### src/rtl/serial_link_pkg.sv
// Definitions shared by both ends of the shift-register serial link: FSM state
// encodings and the line levels of the framing bits.
package serial_link_pkg;

  typedef enum logic [1:0] {
    IDLE   = 2'd0,
    DATA   = 2'd1,
    PARITY = 2'd2,
    STOP   = 2'd3
  } link_state_e;

  localparam logic START_BIT = 1'b0;
  localparam logic STOP_BIT  = 1'b1;

endpackage

### src/rtl/sipo_shift_reg.sv
// Enable-gated serial-in/parallel-out shift register. LSB_FIRST=1 shifts toward
// bit 0, so the first bit in ends up in q[0] after N shifts.
module sipo_shift_reg #(
  parameter int N         = 4,
  parameter bit LSB_FIRST = 1'b1
) (
  input  logic         clk,
  input  logic         reset_n,
  input  logic         en,
  input  logic         bit_in,
  output logic [N-1:0] q
);

  generate
    if (LSB_FIRST) begin : g_lsb_first
      always_ff @(posedge clk or negedge reset_n) begin
        if (!reset_n)  q <= '0;
        else if (en)   q <= {bit_in, q[N-1:1]};
      end
    end else begin : g_msb_first
      always_ff @(posedge clk or negedge reset_n) begin
        if (!reset_n)  q <= '0;
        else if (en)   q <= {q[N-2:0], bit_in};
      end
    end
  endgenerate

endmodule

### src/rtl/serial_frame_receiver.sv
// Framed serial receiver: start bit, N data bits, optional even parity bit
// (SERIAL_FRAME_RX_PARITY_EN), stop bit; word presented on a valid/ready port.
module serial_frame_receiver
  import serial_link_pkg::*;
#(
  parameter int N         = 4,
  parameter bit LSB_FIRST = 1'b1
) (
  input  logic         clk,
  input  logic         reset_n,
  input  logic         ser_in,
  input  logic         ser_valid,
  output logic [N-1:0] data_out,
  output logic         out_valid,
  input  logic         out_ready,
  output logic         frame_err,
  output logic         overrun,
  output logic         parity_err,
  output link_state_e  state
);

  // Output handshake: a word transfers on any edge where out_valid & out_ready.
  // data_out is stable while out_valid is high and nothing transfers.
  localparam int CW = $clog2(N + 1);

  logic [CW-1:0] cnt;
  logic [N-1:0]  sr;
  logic          shift_en;

  assign shift_en = ser_valid && (state == DATA);

  sipo_shift_reg #(.N(N), .LSB_FIRST(LSB_FIRST)) u_sr (
    .clk    (clk),
    .reset_n(reset_n),
    .en     (shift_en),
    .bit_in (ser_in),
    .q      (sr)
  );

`ifdef SERIAL_FRAME_RX_PARITY_EN
  logic par_bad;
  logic parity_err_r;
  assign parity_err = parity_err_r;
`else
  assign parity_err = 1'b0;
`endif

  always_ff @(posedge clk or negedge reset_n) begin
    if (!reset_n) begin
      state     <= IDLE;
      cnt       <= '0;
      data_out  <= '0;
      out_valid <= 1'b0;
      frame_err <= 1'b0;
      overrun   <= 1'b0;
`ifdef SERIAL_FRAME_RX_PARITY_EN
      par_bad      <= 1'b0;
      parity_err_r <= 1'b0;
`endif
    end else begin
      frame_err <= 1'b0;
      overrun   <= 1'b0;
`ifdef SERIAL_FRAME_RX_PARITY_EN
      parity_err_r <= 1'b0;
`endif
      if (out_valid && out_ready) out_valid <= 1'b0;

      if (ser_valid) begin
        case (state)
          IDLE: begin
            if (ser_in == START_BIT) begin
              state <= DATA;
              cnt   <= '0;
`ifdef SERIAL_FRAME_RX_PARITY_EN
              par_bad <= 1'b0;
`endif
            end
          end
          DATA: begin
            cnt <= cnt + 1'b1;
            if (cnt == CW'(N - 1)) begin
`ifdef SERIAL_FRAME_RX_PARITY_EN
              state <= PARITY;
`else
              state <= STOP;
`endif
            end
          end
`ifdef SERIAL_FRAME_RX_PARITY_EN
          PARITY: begin
            // Even parity: the parity bit must equal the XOR of the data bits.
            par_bad <= (ser_in != ^sr);
            state   <= STOP;
          end
`endif
          STOP: begin
            state <= IDLE;
            if (ser_in != STOP_BIT) begin
              frame_err <= 1'b1;
`ifdef SERIAL_FRAME_RX_PARITY_EN
            end else if (par_bad) begin
              parity_err_r <= 1'b1;
`endif
            end else if (!out_valid || out_ready) begin
              data_out  <= sr;
              out_valid <= 1'b1;
            end else begin
              overrun <= 1'b1;
            end
          end
          default: state <= IDLE;
        endcase
      end
    end
  end

endmodule

### config.mk
export PLATFORM = sky130hd
export DESIGN_NAME = serial_frame_receiver
export DESIGN_NICKNAME = d
export VERILOG_FILES = /design/src/rtl/serial_link_pkg.sv /design/src/rtl/sipo_shift_reg.sv /design/src/rtl/serial_frame_receiver.sv
export SDC_FILE = /design/constraint.sdc
export NUM_CORES = 1
export LEC_CHECK = 0
export BUFFER_PORTS_ARGS = -buffer_cell sky130_fd_sc_hd__buf_2
export CAP_MARGIN = 10
export CORE_ASPECT_RATIO = 0.6
export CORE_MARGIN = 2
export CORE_UTILIZATION = 30
export DETAILED_ROUTE_END_ITERATION = 6
export PLACE_DENSITY_LB_ADDON = 0.08
export SLEW_MARGIN = 20
export SYNTH_ARGS = -nofsm -noshare
export SYNTH_HDL_FRONTEND = slang
export SYNTH_SLANG_ARGS = --single-unit
export TNS_END_PERCENT = 1
### constraint.sdc
create_clock -name clk -period 1.45 [get_ports clk]
set_input_delay 0.2175 -clock clk [delete_from_list [all_inputs] [get_ports clk]]
set_output_delay 0.2175 -clock clk [all_outputs]
set_load 0.005 [all_outputs]
==> results.txt <==
- Synth async-reset ratio: 100.0%
- The filler cells instantiated in the layout total 184.
* Yosys warning total: 0
* Final critical-path setup slack: 0.1167 ns
* Post-synthesis instance area: 649.4 um2
- Die W: 64.07 um
* Worst clock skew on the final layout: 0.008290 ns
- The post-route netlist has 45.45% of its cells at a drive strength greater than 1.
- Post-CTS setup-driven buffer insertion count: 0
* Number of top-level pins: 15
- Kind of critical path: reg -> reg
* Startpoint types: flop
* Average wire per cell in the routed design: 11.66 um
- Standard cell core area: 1937 um2
- Vias in the first global route: 385
- After Yosys synthesis, full adders, half adders and majority gates account for 3.854% of the synthesized area.
- Worst hold path type: in -> reg
- Worst Min Path Start: ser_in
- After detailed routing, the met3 layer carries 74 um of wire.
- Area growth from synthesis to layout: 23.31%
* Metal1 wirelength: 586 um
* Post-synth top area share: 61.66%
- Setup repair after global routing left no endpoint under its margin.
* Non-filler cells, final: 94
- Main flop type after synthesis: sky130_fd_sc_hd__dfrtp_1
- Multiplexer fraction of the synthesized cell area: 15.61%
- Global-route total usage across every layer: 10.72%
- Among cell families on the critical path, the largest total delay comes from flip-flops.
* Routed wire length: 1.096 mm
* Number of antenna violations at the first check in global routing: 0
- Worst reg2reg setup slack: 0.12 ns
- Critical path data arrival time: 1.50 ns
* Worst endpoint required time: 1.62 ns
* Area contributors post-synth: sky130_fd_sc_hd__dfrtp_1, sky130_fd_sc_hd__mux2_2, sky130_fd_sc_hd__ha_1
* Area share of and/or/nand/nor cells after synthesis: 9.056%
* Largest family of logic cells by synthesized area: multiplexers
- Highest-delay cell along the critical path: sky130_fd_sc_hd__dfrtp_1
- Count of final max-slew check failures: 0
- In this run, synthesis inferred 0 flip-flops with an integrated enable.
- CTS placed an instance of sky130_fd_sc_hd__clkbuf_4 at the clock tree root.
- Clock tree synthesis inserted a total of 3 buffers.
- Before antenna repair, the detailed router went through 2 iterations.
- CTS tree: yes
- Along the worst hold path, the cell count comes to 2.
- Counting along the longest clock path gives a buffer depth of 2.
* Depth of the worst register-to-register path: 3
* Maximum number of pins on one net before global-route repair: 17
- Leak pwr: 0.4071 nW
* # placed instances: 89
- For this design, the sink count on the clock tree is 16.
- Setup total negative slack on the finished layout was measured at 0 ns.
* Min Hold Slack: 0.1315 ns
* Chip height: 40.04 um
- Number of max-cap violations: 0
- Once detail routing completed, the nets flagged for antenna violations numbered 0.
- The run finished with clean final reports.
- Capturing element type of the critical path: flop
* Clock transition at the registers of the reported paths: 0.10 ns
- Along the worst path, the maximum fanout reaches 6.
- Endpoint of the most critical register-to-register path: data_out[1]
- Timing analysis after detailed placement gives a worst setup slack of 0.09650 ns.
* Initial Utilization: 33.53%
- Nets in the synthesized netlist: 55
- The critical path goes through nand4_1, nor2b_4, mux2_2.
- The number of buffers and inverters on the critical path is 0.
- Site Rows: 12
* Drc violations: 0
* Max IR drop VDD: 0.0006533 V
* Depth of the CTS H-tree: 1
- Post-synthesis xor/xnor area fraction: 0%
- The first global-routing pass estimated 1.890 mm of wire.
- Post-DR vias/cell: 4.191
- Pwr dens: 1803 nW/um2
- In this run, synthesis produced a sequential element count of 16.
- Antenna cells: 0
- Weighted congestion at the end of routability-driven global placement: 0.7306
* Hold Path Sink: frame_err
- The first routing iteration left 11 violations.
- Of the available clock period, the critical path in the final layout requires 91.95%.
- After legalization and detailed placement, the total HPWL measured 805 um.
* FMAX: 750.0 MHz
- Post-synthesis cell type with the largest combined area: sky130_fd_sc_hd__dfrtp_1
* Endpoints failing setup: 0
- The synthesized netlist contains 17 unique library cells.
- Met2 wirelength from detailed routing: 412 um
* Gate count after technology mapping: 48
- Highest metal layer with signal wires: met4
- Total congestion overflow: 0
- Post-synthesis compound-gate area fraction: 6.358%
- The average instance in the mapped netlist occupies 13.53 um2.
* Launch instance of the worst register-to-register path: state[1]
- Of the synthesized area, sequential elements account for 61.66%.
- The number of hold-slack violations in the final timing report is 0.
- The floorplan step defined a die boundary enclosing 2565 um2.
- In this run the tool buffered the top-level ports with 13 buffer cells.
* Biggest cell delay along the critical path: 0.44 ns
- The smallest clock period supported by the final layout is computed as 1.333 ns.
- Across all layers, the routed design uses 394 vias.
- By instance count, the leading cell after synthesis is sky130_fd_sc_hd__dfrtp_1.
* Number of nets in the finished design: 74
* Synth top cells by count: sky130_fd_sc_hd__dfrtp_1, sky130_fd_sc_hd__mux2_2, sky130_fd_sc_hd__inv_1
- Clock latency at the later pin of the worst-skew pair: 0.29 ns
[final cells by class]
class	instances	area (um2)	share of cell area, %
inverter	3	11.26	1.406
tap	28	35.03	4.375
clock buffer	4	36.28	4.531
multi-input combinational	28	235.2	29.38
sequential	16	400.4	50.00
timing repair buffer	15	82.58	10.31
[repair_timing]
item / in CTS / in global routing
hold buffers: 1 / 0
hold endpoints to repair: 16 / 0
resized for setup: 0 / 1
setup endpoints to repair: 0 / 1
[through the flow]
step	utilization [%]	total power [mW]	area, um2
final	41.34	1.444	800.8
after global routing	41.34	1.573	800.8
after CTS	41.09	1.469	795.8
after detailed placement	38.70	1.163	749.5
after global placement	38.70	1.171	749.5
after floorplan	-	0.9948	649.4
[worst max-delay path by stage]
stage / start / end / slack (ns) / depth (start not counted)
after floorplan: state[1] / data_out[0] / 0.20 / 3
after global placement: state[1] / data_out[2] / 0.14 / 3
after CTS: state[1] / data_out[1] / 0.09 / 3
after detailed placement: state[1] / data_out[0] / 0.1 / 3
final: state[1] / data_out[1] / 0.12 / 3
after global routing: state[1] / data_out[1] / 0.02 / 3
[cell families (layout without fill, tap and decap cells)]
family          Yosys count  count (layout)
compound gates            6               6
fa+ha+maj                 2               2
buf+inv                   4              22
flops                    16              16
mux                       9               9
other cells               1               1
simple gates             10              10
[sequential cells by signal, summed over array words and instances, names as in the netlist]
signal and count:
cnt 3, state 2, data_out 4, u_sr.q 4, out_valid 1, frame_err 1
overrun 1
[cells in the final DEF, fill, tap and decap left out, drive strengths merged, types with 2 or more instances in the layout]
cell,instances
buf,14
nor2,2
inv,3
ha,2
nor2b,2
a22o,2
nand2,2
a21oi,2
mux2,9
clkbuf,4
dfrtp,16
[worst reg2reg max path, delay by kind of cell, from the launching register on]
family | cells | cell delay [ns]
simple gates | 2 | 0.44
mux | 1 | 0.35
flops | 1 | 0.44
[metal layers]
metal	up-vias	track usage, %
met5	-	0
met4	0	6.522
met3	2	4.494
met2	12	15.10
met1	180	13.89
li1	200	-
[report_power, final]
group	switching (mW)	leakage (nW)	total, mW	internal (mW)
clock network	0.137	0.0210	0.290	0.153
registers	0.107	0.200	0.724	0.617
logic	0.171	0.186	0.429	0.258
total	0.416	0.407	1.44	1.03
Note: power is estimated with default switching activity, not from simulation.
